**src/rtl/parking_pkg.sv**
```systemverilog
// Shared types for the parking-lot gate sensor decoder:
// FSM state encoding, sensor pattern codes and the output pulse bundle.
package parking_pkg;

   typedef enum logic [2:0] {
      IDLE,
      EN_A,
      EN_AB,
      EN_B,
      EX_B,
      EX_AB,
      EX_A,
      WAIT_CLR
   } sensor_state_e;

   localparam logic [1:0] P_NONE = 2'b00;
   localparam logic [1:0] P_A    = 2'b10;
   localparam logic [1:0] P_B    = 2'b01;
   localparam logic [1:0] P_AB   = 2'b11;

   typedef struct packed {
      logic enter;
      logic exit;
      logic fault;
   } pulse_t;

   // Only the six crossing states accumulate dwell time.
   function automatic logic dwell_timed(sensor_state_e s);
      return !(s inside {IDLE, WAIT_CLR});
   endfunction

endpackage

```
**src/rtl/lot_sensor_decoder_if.sv**
```systemverilog
// Sensor inputs and decoded event outputs of the gate decoder.
// The decoder sits on the slave side; the sensor/consumer side is master.
interface lot_sensor_decoder_if;

   logic a;
   logic b;
   logic enter;
   logic exit;
   logic fault;
   logic busy;

   modport master (
      output a, b,
      input  enter, exit, fault, busy
   );

   modport slave (
      input  a, b,
      output enter, exit, fault, busy
   );

endinterface

```
**src/rtl/bit_sync.sv**
```systemverilog
// STAGES-deep flip-flop synchronizer for one asynchronous input bit.
// Asynchronous reset clears the whole chain to 0.
module bit_sync #(
   parameter int STAGES = 2
) (
   input  logic clk,
   input  logic rst,
   input  logic d,
   output logic q
);

   logic [STAGES-1:0] sync_q;
   logic [STAGES-1:0] sync_d;

   always_comb begin
      sync_d = {sync_q[STAGES-2:0], d};
   end

   always_ff @(posedge clk or posedge rst) begin
      if (rst) begin
         sync_q <= '0;
      end else begin
         sync_q <= sync_d;
      end
   end

   assign q = sync_q[STAGES-1];

endmodule

```
**src/rtl/lot_sensor_decoder.sv**
```systemverilog
// Turns the two gate photo-sensors into single-cycle enter/exit/fault
// pulses by tracking the four-phase crossing sequence with a dwell timeout.
module lot_sensor_decoder
   import parking_pkg::*;
#(
   parameter int SYNC_STAGES    = 2,
   parameter int TIMEOUT_CYCLES = 1000
) (
   input  logic                 clk,
   input  logic                 reset,
   lot_sensor_decoder_if.slave  sen
);

   localparam int TW = $clog2(TIMEOUT_CYCLES);
   localparam logic [TW-1:0] T_LAST = TW'(TIMEOUT_CYCLES - 1);

   logic          a_s;
   logic          b_s;
   logic [1:0]    p;
   sensor_state_e state_q, state_d, step;
   logic [TW-1:0] timer_q, timer_d;
   pulse_t        pulse_q, pulse_d;
   logic          busy_q, busy_d;

   bit_sync #(.STAGES(SYNC_STAGES)) u_sync_a (
      .clk (clk),
      .rst (reset),
      .d   (sen.a),
      .q   (a_s)
   );

   bit_sync #(.STAGES(SYNC_STAGES)) u_sync_b (
      .clk (clk),
      .rst (reset),
      .d   (sen.b),
      .q   (b_s)
   );

   assign p = {a_s, b_s};

   always_comb begin
      step    = state_q;
      pulse_d = '0;
      unique case (state_q)
         IDLE: begin
            case (p)
               P_A:  step = EN_A;
               P_B:  step = EX_B;
               P_AB: begin step = WAIT_CLR; pulse_d.fault = 1'b1; end
               default: ;
            endcase
         end
         EN_A: begin
            case (p)
               P_AB:   step = EN_AB;
               P_NONE: step = IDLE;
               P_B:    begin step = WAIT_CLR; pulse_d.fault = 1'b1; end
               default: ;
            endcase
         end
         EN_AB: begin
            case (p)
               P_B:    step = EN_B;
               P_A:    step = EN_A;
               P_NONE: begin step = WAIT_CLR; pulse_d.fault = 1'b1; end
               default: ;
            endcase
         end
         EN_B: begin
            case (p)
               P_NONE: begin step = IDLE; pulse_d.enter = 1'b1; end
               P_AB:   step = EN_AB;
               P_A:    begin step = WAIT_CLR; pulse_d.fault = 1'b1; end
               default: ;
            endcase
         end
         EX_B: begin
            case (p)
               P_AB:   step = EX_AB;
               P_NONE: step = IDLE;
               P_A:    begin step = WAIT_CLR; pulse_d.fault = 1'b1; end
               default: ;
            endcase
         end
         EX_AB: begin
            case (p)
               P_A:    step = EX_A;
               P_B:    step = EX_B;
               P_NONE: begin step = WAIT_CLR; pulse_d.fault = 1'b1; end
               default: ;
            endcase
         end
         EX_A: begin
            case (p)
               P_NONE: begin step = IDLE; pulse_d.exit = 1'b1; end
               P_AB:   step = EX_AB;
               P_B:    begin step = WAIT_CLR; pulse_d.fault = 1'b1; end
               default: ;
            endcase
         end
         WAIT_CLR: begin
            if (p == P_NONE) step = IDLE;
         end
      endcase

      // A stalled crossing aborts only if the pattern did not move it on.
      state_d = step;
      if (step == state_q && dwell_timed(state_q) && timer_q == T_LAST) begin
         state_d       = WAIT_CLR;
         pulse_d.fault = 1'b1;
      end

      if (state_d != state_q || !dwell_timed(state_q)) begin
         timer_d = '0;
      end else begin
         timer_d = timer_q + TW'(1);
      end

      busy_d = (state_d != IDLE);
   end

   always_ff @(posedge clk or posedge reset) begin
      if (reset) begin
         state_q <= IDLE;
         timer_q <= '0;
         pulse_q <= '0;
         busy_q  <= 1'b0;
      end else begin
         state_q <= state_d;
         timer_q <= timer_d;
         pulse_q <= pulse_d;
         busy_q  <= busy_d;
      end
   end

   assign sen.enter = pulse_q.enter;
   assign sen.exit  = pulse_q.exit;
   assign sen.fault = pulse_q.fault;
   assign sen.busy  = busy_q;

endmodule

```
**src/flat_wrapper.sv**
```systemverilog
// flat-port wrapper written by rule: the top's interface ports become plain ports
module lot_sensor_decoder_flat import parking_pkg::*;
#(
   parameter int SYNC_STAGES    = 2,
   parameter int TIMEOUT_CYCLES = 1000
)
  (clk, reset, sen_a, sen_b, sen_enter, sen_exit, sen_fault, sen_busy);
  lot_sensor_decoder_if sen_i ();
  input  logic clk;
  input  logic reset;
  input wire logic [$bits(sen_i.a)-1:0] sen_a;
  input wire logic [$bits(sen_i.b)-1:0] sen_b;
  output wire logic [$bits(sen_i.enter)-1:0] sen_enter;
  output wire logic [$bits(sen_i.exit)-1:0] sen_exit;
  output wire logic [$bits(sen_i.fault)-1:0] sen_fault;
  output wire logic [$bits(sen_i.busy)-1:0] sen_busy;
  assign sen_i.a = sen_a;
  assign sen_i.b = sen_b;
  assign sen_enter = sen_i.enter;
  assign sen_exit = sen_i.exit;
  assign sen_fault = sen_i.fault;
  assign sen_busy = sen_i.busy;
  lot_sensor_decoder #(.SYNC_STAGES(SYNC_STAGES), .TIMEOUT_CYCLES(TIMEOUT_CYCLES)) u_core (.clk(clk), .reset(reset), .sen(sen_i));
endmodule
```
**config.mk**
```make
export PLATFORM = sky130hd
export DESIGN_NAME = lot_sensor_decoder_flat
export DESIGN_NICKNAME = d
export VERILOG_FILES = /design/src/rtl/parking_pkg.sv /design/src/rtl/lot_sensor_decoder_if.sv /design/src/rtl/bit_sync.sv /design/src/rtl/lot_sensor_decoder.sv /design/src/flat_wrapper.sv
export SDC_FILE = /design/constraint.sdc
export NUM_CORES = 1
export LEC_CHECK = 0
export ABC_AREA = 0
export ABC_CLOCK_PERIOD_IN_PS = 2390
export BUFFER_PORTS_ARGS = -buffer_cell sky130_fd_sc_hd__buf_4
export CORE_ASPECT_RATIO = 1.25
export CORE_UTILIZATION = 40
export CTS_BUF_LIST = sky130_fd_sc_hd__clkbuf_2
export DETAILED_ROUTE_END_ITERATION = 6
export PLACE_DENSITY = 0.61
export SYNTH_ARGS = -nofsm -noshare
export SYNTH_HDL_FRONTEND = slang
export SYNTH_HIERARCHICAL = 1
export SYNTH_SLANG_ARGS = --single-unit
```
**constraint.sdc**
```tcl
create_clock -name clk -period 2.39 [get_ports clk]
set_clock_uncertainty 0.05 [all_clocks]
set_input_delay 0.478 -clock clk [delete_from_list [all_inputs] [get_ports clk]]
set_output_delay 0.478 -clock clk [all_outputs]
set_load 0.01 [all_outputs]
```
==> results of run 1 <==
state kept, by name (all words and copies together), names as in the netlist:
| signal | flops |
|---|---|
| u_core/sen.busy | 1 |
| u_core/sen.enter | 1 |
| u_core/sen.exit | 1 |
| u_core/sen.fault | 1 |
| u_core/state_q | 3 |
| u_core/timer_q | 10 |
| u_core/u_sync_a/sync_q | 2 |
| u_core/u_sync_b/sync_q | 2 |
cell usage after synthesis, drive strengths merged, types with 3 or more instances:
cell	number
and3	3
nand2b	3
dfrtp	21
a21oi	4
a31oi	3
nand3	4
nor2	10
nand2	6
nor2b	3
xnor2	8
inv	7
buf	9
nor4	3
nor3	12
o21ba	3
o21ai	5
power groups by stage:
stage	Clock (W)	Sequential [W]	Combinational (W)
2_1_floorplan	0	0.000447	0.000412
3_5_place_dp	0	0.000545	0.000401
5_1_grt	0.000169	0.000562	0.000443
3_3_place_gp	0	0.000542	0.000392
4_1_cts	0.000158	0.000539	0.000403
6_report	0.000144	0.000539	0.000398
kinds of logic after synthesis:
family,after synthesis,share of synthesized area (%)
AOI/OAI and AO/OA,26,16.08
and+or+nand+nor,56,26.13
muxes,1,0.8041
buffers and inverters,17,6.734
xor gates and xnor gates,10,7.036
DFF,21,42.21
adders and majority gates,1,1.005
critical path: stages, from the launching register on:
cell and delay, ns:
dfrtp_1 0.72, or3b_1 0.41, a2111oi_2 0.36, nor4_1 0.08
a31oi_1 0.14
per-stage QoR:
stage	setup slack, ns	std cells	hold slack, ns
after floorplan	0.8805	132	0.1692
after global placement	0.6437	166	0.2860
after detailed placement	0.5982	166	0.2933
after CTS	0.5602	171	0.1809
after global routing	0.3696	171	0.1733
final	0.5624	171	0.2103
repair_timing:
| item | in CTS | in global routing |
|---|---|---|
| hold buffers | 1 | 0 |
| hold endpoints to repair | 4 | 0 |
| setup endpoints to repair | 0 | 0 |
cell type report:
cell class	count	area [sq um]	share of cell area, %
Multi-Input combinational cell	94	635.6	48.06
Clock buffer	4	20.02	1.514
Inverter	7	26.28	1.987
Timing Repair Buffer	9	70.07	5.298
Sequential cell	21	525.5	39.74
Tap cell	36	45.04	3.406
per-layer routing:
layer,share of wire (%),vias up,global-route usage (%)
li1,-,479,-
met1,42,467,20.57
met2,55,11,29.17
met3,2.3,2,2.143
met4,0.71,0,9.797
met5,0,-,0
how the worst max path moves through the flow:
stage	start	cells after the start	endpoint	slack, ns
2_1_floorplan	u_core/timer_q[0]	6	u_core/state_q[0]	0.88
3_3_place_gp	u_core/timer_q[0]	5	u_core/timer_q[6]	0.64
3_5_place_dp	u_core/u_sync_b/sync_q[1]	4	u_core/sen.fault	0.60
4_1_cts	u_core/u_sync_b/sync_q[1]	4	u_core/sen.fault	0.56
5_1_grt	u_core/u_sync_b/sync_q[1]	4	u_core/sen.fault	0.37
6_report	u_core/u_sync_b/sync_q[1]	4	u_core/sen.fault	0.56
cells in the final DEF (no fill, tap or decap), drive strengths merged, types with 2 or more instances in the layout:
cell     n
nor2    10
a31oi    3
a22oi    2
clkbuf   4
dfrtp   21
nand2b   3
o21ba    3
nand4b   2
xor2     2
nor2b    3
or3b     2
o41ai    2
nor3    12
inv      7
nand3    4
xnor2    8
nand4    2
nand2    6
and3     3
o211ai   2
nor4     3
buf      8
a21oi    4
o21ai    5
==> results.md, run 1 <==
* Run status: complete, no violations
* Worst VDD drop at around 0.33 mV
* Setup Crit Path Kind: reg -> reg
* Critical Path RT at 2.59 ns
* Synthesized net count at between 100 and 150
* WL/cell at 14.02 um
* PortBufs at 7
* Hold/Removal Path Class: in -> reg
* Post-Syn Area at 1245 sq um
* Net count, final at 141
* Placer's final routability congestion estimate at 0.8697
* Hpwl dp at between 1500 and 2000 um
* R2R depth at 4
* Synth Area per Inst at 9.431 sq um
* Initial drt markers at 30
* # IOs at 8
* Leak at 0.5590 nW
* GRT overflow at 0
* Die Ht at 64.38 um
* Die Span X at 51.90 um
* Synth area leader: dfrtp_1
* Clk pwr share at 13.3%
* CTS Sinks at 21
* CTS tree: done
* Hold Path End: u_core/u_sync_b/sync_q[0]
* Sw Share at 39.89%
* First-pass GRT wire length at 4340 um
* Placed cell areas at 1292 sq um
* Core area at around 2900 sq um
* Crit path arrival time at just over 2 ns
* Post-route ant nets at 0
* DR pass1 iterations at 4
* Flop pwr share at between 40% and 50%
* WHS Path Cells at 1
* Cts bufs inserted at 3
* R2R setup slack at 0.56 ns
* Final Total Pwr at 0.001081 W
* Ranking of synthesized cells by area: dfrtp_1, xnor2_1, nor3_1
* Reg2reg end: u_core/sen.fault
* Vias in the first global route at 1025
* # setup viols final at 0
* Die area at roughly 3300 sq um
* Largest net degree at the start of global routing at 21
* Min Tclk post-route at 1.828 ns
* Total global-route track usage at 17.33%
* DR vias at 959
* Filler cells at 281
* Final Cycle Share at 76.47%
* Share of cells above drive strength 1 at 14.07%
* Crit end category: flip-flop
* Synth top area share at between 40 and 50%
* Max-cap check violation count at 0
* Final design area excluding fillers at between 1000 and 1500 sq um
* FMAX at 547.2 MHz
* Starting Density at 42.27%
* Worst Tran Pin Value at around 0.66 ns
* Ys flop type: dfrtp_1
* Power per Cell Area at 817.6 nW/um^2
* EDFF count, synth at 0
* Synthesized instance count at 132
* H-Tree Level Count at 1
* Max FO, Critical Path at 20
* R2R Path Start: u_core/u_sync_b/sync_q[1]
* Combinational power share at 36.8%
* Initial antenna violation count at 0
* Area grow syn2layout at 6.231%
* Setup_tns at 0 ns
* Sequential share of the synthesized area at 42.21%
* CP startpoint kind: flip-flop
* Clock transition at the registers of the reported paths at 0.18 ns
* Cell Rows at 22
* Relative slew slack at 55.90%
* RSZ-0062 raised after global routing: false
* Net Sw Power at between 0.0004 and 0.0005 W
* Post-CTS setup buffer count at 0
* DRT Wirelength at 2397 um
* Final Max Tran Viols at 0
* ANT cells at 0
* Clk Latency, worst-skew pair at around 0.30 ns
* Synthesis warning total at 6
* CTS Root Cell: clkbuf_2
* Post_cts resized at 0
* Yosys reg bits at 21
* Vias per cell at roughly 5.6
* Synth unique cells at 45
* Internal at 0.0006500 W
* Final Hold Viols at 0
* Maximum clock insertion buffer count at 2
* DRC at 0
* Post-synth ARST share at 100.0%
* Final Util at around 45%
* HP Start: sen_b
Note: power is estimated with default switching activity, not from simulation.
==> run 2: changes to the inputs <==
- ABC_CLOCK_PERIOD_IN_PS: 2390 -> 1800
- clock period: 2.39 -> 1.8 ns (I/O delays scaled with it)
==> results.md, run 2 (same netlist as run 1, synthesis figures left out) <==
* Relative slew slack at 55.10% (-0.80 points)
* Maximum clock insertion buffer count at 2 (unchanged)
* Initial antenna violation count at 0 (unchanged)
* Power per Cell Area at 1095 nW/um^2 (+34%)
* Most frequent cells in the layout: dfrtp_1, buf_4, nor3_1, nor2_1, xnor2_1
* R2R setup slack at 0.08 ns (-0.48 ns)
* Fin cells at 178 (+4.1%)
* Final Total Pwr at 0.001515 W (+40%)
* Core area at 2945 sq um (unchanged)
* CP startpoint kind: flip-flop
* First-pass GRT wire length at 4519 um (+4.1%)
* Final Hold Viols at 0 (unchanged)
* Worst VDD drop at 0.5202 mV (+56%)
* Die Ht at 64.38 um (unchanged)
* # setup viols final at 0 (unchanged)
* Most flop-heavy register: u_core/timer_q
* ANT cells at 0 (unchanged)
* Largest net degree at the start of global routing at 19 (-9.5%)
* Clock transition at the registers of the reported paths at 0.19 ns (about the same)
* Total global-route track usage at 18.08% (+0.75 points)
* Crit end category: flip-flop
* Crit path arrival time at 1.90 ns (-0.13 ns)
* Hold/Removal Path Class: in -> reg
* Share of cells above drive strength 1 at 19.01% (+4.9 points)
* Run status: complete, no violations
* Cts bufs inserted at 3 (unchanged)
* Min Tclk post-route at 1.715 ns (-0.1125 ns)
* Die Span X at 51.90 um (unchanged)
* Leak at 0.5884 nW (+5.3%)
* H-Tree Level Count at 1 (unchanged)
* Critical Path RT at 1.99 ns (-0.60 ns)
* Max FO, Critical Path at 4 (-80%)
* Hold WS at 0.09446 ns (-0.1158 ns)
* PortBufs at 7 (unchanged)
* RSZ-0062 raised after global routing: true
* Hpwl dp at 1844 um (+6.8%)
* Clk Latency, worst-skew pair at 0.30 ns (about the same)
* Biggest regs: u_core/timer_q: 10 flops, u_core/state_q: 3 flops
* GRT overflow at 0 (unchanged)
* Final Util at 46.98% (+2.1 points)
* Setup crit end: u_core/state_q[2]
* DRT Wirelength at 2508 um (+4.6%)
* Net count, final at 148 (+5.0%)
* Commonest non-fill, non-tap cell in the layout: dfrtp_1
* Worst Tran Pin Value at 0.6727 ns (+0.01193 ns)
* R2R depth at 5 (+1)
* Die area at 3341 sq um (unchanged)
* DRC at 0 (unchanged)
* Max-cap check violation count at 0 (unchanged)
* Critical Path Start: u_core/timer_q[0]
* Cell Rows at 22 (unchanged)
* DR pass1 iterations at 4 (unchanged)
* Vias in the first global route at 1002 (-2.2%)
* Area grow syn2layout at 11.16%
* Dpl cells at 173 (+4.2%)
* Final Max Tran Viols at 0 (unchanged)
* Vias per cell at 5.612 (about the same)
* Max reg flops at 10 (unchanged)
* FMAX at 583.0 MHz (+6.6%)
* Setup Crit Path Kind: reg -> reg
* Post-CTS setup buffer count at 0 (unchanged)
* Placed cell areas at 1345 sq um (+4.1%)
* CTS Root Cell: clkbuf_2
* DR vias at 999 (+4.2%)
* Reg2reg end: u_core/state_q[2]
* CTS Sinks at 21 (unchanged)
* CTS tree: done
* Final Cycle Share at 95.29% (+19 points)
* Starting Density at 42.27% (unchanged)
* Final design area excluding fillers at 1384 sq um (+4.6%)
* Placer's final routability congestion estimate at 0.8919 (+2.6%)
* R2R Path Start: u_core/timer_q[0]
* Post-route ant nets at 0 (unchanged)
* # IOs at 8 (unchanged)
* WL/cell at 14.09 um (+0.52%)
* Initial drt markers at 43 (+43%)
## run 2: changes by cell type in the layout (fill, tap and decap cells not counted), sizes merged
cell	delta
buf	+7
clkbuf	-1
clkinv	+1
## run 2: cell type report
type	instances	area (sq um)
clock buffer	3	15.01
timing repair buffer	16	122.6
fill	287	1562
clock inverter	1	5.005
multi-input combinational	94	644.4
sequential	21	525.5
tap	36	45.04
inverter	7	26.28
## run 2: worst min-delay path by stage
stage           from                         to  slack (ns)  cells after the start
3_5_place_dp   reset  u_core/u_sync_a/sync_q[0]        0.19                      2
2_1_floorplan  reset  u_core/u_sync_a/sync_q[0]        0.05                      1
5_1_grt        sen_b  u_core/u_sync_b/sync_q[0]        0.05                      1
6_report       sen_b  u_core/u_sync_b/sync_q[0]        0.09                      1
3_3_place_gp   reset  u_core/u_sync_a/sync_q[0]        0.18                      2
4_1_cts        sen_b  u_core/u_sync_b/sync_q[0]        0.07                      1
## run 2: metal layers
layer  up-vias  wire [um]  GRT usage (%)
li1        492          -              -
met1       497       1073          21.42
met2         8       1375          31.73
met3         2         35          1.667
met4         0         23          8.446
met5         -          0              0
## run 2: where the power goes
part | total [W] | switching [W] | internal, W | leakage (nW)
clock | 0.000185 | 0.000135 | 0.0000504 | 0.0164
sequential | 0.000656 | 0.000115 | 0.000540 | 0.270
combinational | 0.000674 | 0.000349 | 0.000325 | 0.302
## run 2: what timing repair did
item / in CTS / in global routing
endpoints found under the setup margin: 0 / 2
hold endpoints to repair: 4 / 0
gates resized for setup: 0 / 2
hold buffers: 1 / 0
## run 2: critical path, stage by stage (launching register included)
cell      delay (ns)
dfrtp_1         0.42
ha_2            0.21
nand4b_1        0.21
o41ai_1         0.43
a21oi_1         0.13
a22oi_1         0.20
## run 2: through the flow
step                setup slack, ns  setup TNS (ns)
floorplan                    0.2905               0
detailed placement           0.1085               0
global placement             0.1933               0
CTS                         0.07539               0
finish                      0.08486               0
global route               -0.04309        -0.05628
==> run 3: changes to the inputs <==
- PLACE_DENSITY: 0.61 -> 0.63
- RECOVER_POWER: unset -> 25
==> results.md, run 3 (same netlist as run 1, synthesis figures left out) <==
* Leak at 0.6005 nW (+2.1%)
* Final Cycle Share at 92.91% (-2.4 points)
* Setup Crit Path Kind: reg -> reg
* Maximum clock insertion buffer count at 2 (unchanged)
* Initial antenna violation count at 0 (unchanged)
* H-Tree Level Count at 1 (unchanged)
* Post-route ant nets at 0 (unchanged)
* Starting Density at 42.27% (unchanged)
* Net count, final at 150 (+1.4%)
* Max-cap check violation count at 0 (unchanged)
* DR pass1 iterations at 4 (unchanged)
* Final Hold Viols at 0 (unchanged)
* # IOs at 8 (unchanged)
* DRT Wirelength at 2489 um (-0.76%)
* Critical Path RT at 1.99 ns (about the same)
* Final Max Tran Viols at 0 (unchanged)
* First-pass GRT wire length at 4540 um (+0.46%)
* CP startpoint kind: flip-flop
* M2 GR Usage at 31.25% (-0.48 points)
* Worst Tran Pin Value at 0.6718 ns (-0.0008847 ns)
* DP Worst Slack at 0.1587 ns (+0.05022 ns)
* Run status: complete, no violations
* Crit end category: flip-flop
* Max FO, Critical Path at 11 (+7)
* Clk Latency, worst-skew pair at 0.32 ns (+0.02 ns)
* Max reg flops at 10 (unchanged)
* CTS tree: done
* DRC at 0 (unchanged)
* Hold/Removal Path Class: in -> reg
* Hold WS at 0.1211 ns (+0.02659 ns)
* Most flop-heavy register: u_core/timer_q
* Area grow syn2layout at 11.96%
* Die area at 3341 sq um (unchanged)
* WHS Path Cells at 1 (unchanged)
* CTS Sinks at 21 (unchanged)
* Clock transition at the registers of the reported paths at 0.19 ns (about the same)
* Hpwl dp at 1857 um (+0.68%)
* Relative slew slack at 55.16% (+0.059 points)
* Power per Cell Area at 1105 nW/um^2 (+0.94%)
* Share of cells above drive strength 1 at 19.44% (+0.43 points)
* Cell Rows at 22 (unchanged)
* Min Tclk post-route at 1.672 ns (-0.04275 ns)
* Vias in the first global route at 1072 (+7.0%)
* Crit path arrival time at 1.86 ns (-0.04 ns)
* Dpl cells at 175 (+1.2%)
* Fin cells at 180 (+1.1%)
* Commonest non-fill, non-tap cell in the layout: dfrtp_1
* Largest net degree at the start of global routing at 18 (-1)
* Setup_tns at 0 ns (unchanged)
* DR vias at 1003 (+0.40%)
* CTS Root Cell: clkbuf_2
* GRT overflow at 0 (unchanged)
* Worst VDD drop at 0.5034 mV (-3.2%)
* # setup viols final at 0 (unchanged)
* Die Ht at 64.38 um (unchanged)
* Final setup margin at 0.1276 ns (+0.04275 ns)
* Die Span X at 51.90 um (unchanged)
* RSZ-0062 raised after global routing: false
* Vias per cell at 5.572 (-0.72%)
* Filler cells at 285 (-0.70%)
* Register area at 525.5 sq um (unchanged)
* Total global-route track usage at 18.12% (+0.031 points)
* Met1 usage at 21.05% (-0.37 points)
* GRT Max-Usage Layer: met2
* Placer's final routability congestion estimate at 0.8351 (-6.4%)
* Post-CTS setup buffer count at 0 (unchanged)
* Most frequent cells in the layout: dfrtp_1, buf_4, nor3_1, nor2_1, xnor2_1
* Biggest regs: u_core/timer_q: 10 flops, u_core/state_q: 3 flops
* Core area at 2945 sq um (unchanged)
* Cts bufs inserted at 3 (unchanged)
* Grt met3 use at 1.905% (+0.24 points)
* ANT cells at 0 (unchanged)
* FMAX at 597.9 MHz (+2.6%)
* WL/cell at 13.83 um (-1.9%)
* Initial drt markers at 22 (-49%)
* R2R depth at 4 (-1)
* PortBufs at 7 (unchanged)
* Footprint of the multi-input gates at 643.1 sq um (-0.19%)
==> run 3: path summary, 6_finish.rpt <==
| path | startpoint | endpoint | slack, ns |
|---|---|---|---|
| setup / recovery | u_core/state_q[2] | u_core/sen.fault | 0.13 |
| hold / removal | sen_a | u_core/u_sync_a/sync_q[0] | 0.12 |
| setup reg to reg | u_core/state_q[2] | u_core/sen.fault | 0.13 |
| hold reg to reg | u_core/u_sync_a/sync_q[0] | u_core/u_sync_a/sync_q[1] | 0.33 |
| max in group asynchronous | reset | u_core/timer_q[4] | 0.66 |
| min in group asynchronous | reset | u_core/u_sync_b/sync_q[0] | 0.37 |
==> run 3: layout make-up <==
type | instances | area share [%]
multi-input cells | 94 | 46.14
flip-flops and latches | 21 | 37.70
repair buffers | 18 | 9.605
well taps | 36 | 3.232
inverters | 7 | 1.885
clock buffers | 4 | 1.436
==> run 3: critical path, cell delays in order, from the launching register on <==
cell and delay, ns:
dfrtp_1 0.53, or3b_1 0.41, a2111oi_2 0.36, nor4_1 0.10, a31oi_1 0.14
==> run 3: report_power, final <==
group / switching [W] / internal, W / total (W)
Clock: 0.000132 / 0.0000588 / 0.000191
Combinational: 0.000368 / 0.000341 / 0.000709
Sequential: 0.0000992 / 0.000541 / 0.000640
Total: 0.000600 / 0.000940 / 0.00154
==> run 3: through the flow <==
stage / util, % / total power [W] / area [sq um]
after global routing: 47.32 / 0.001668 / 1394
final: 47.32 / 0.001540 / 1394
after CTS: 47.20 / 0.001549 / 1390
after detailed placement: 46.18 / 0.001348 / 1360
after global placement: 46.18 / 0.001328 / 1360
after floorplan: - / 0.001139 / 1245
==> run 3: repair_timing <==
item	4_1_cts	5_1_grt
endpoints found under the hold margin	4	0
hold buffers	1	0
endpoints found under the setup margin	0	1
resized for setup	0	1
==> run 3: routing by layer <==
layer | vias up | part of all wire (%)
met5 | - | 0
met2 | 12 | 51
met3 | 7 | 1.6
met4 | 0 | 2.4
li1 | 500 | -
met1 | 484 | 45
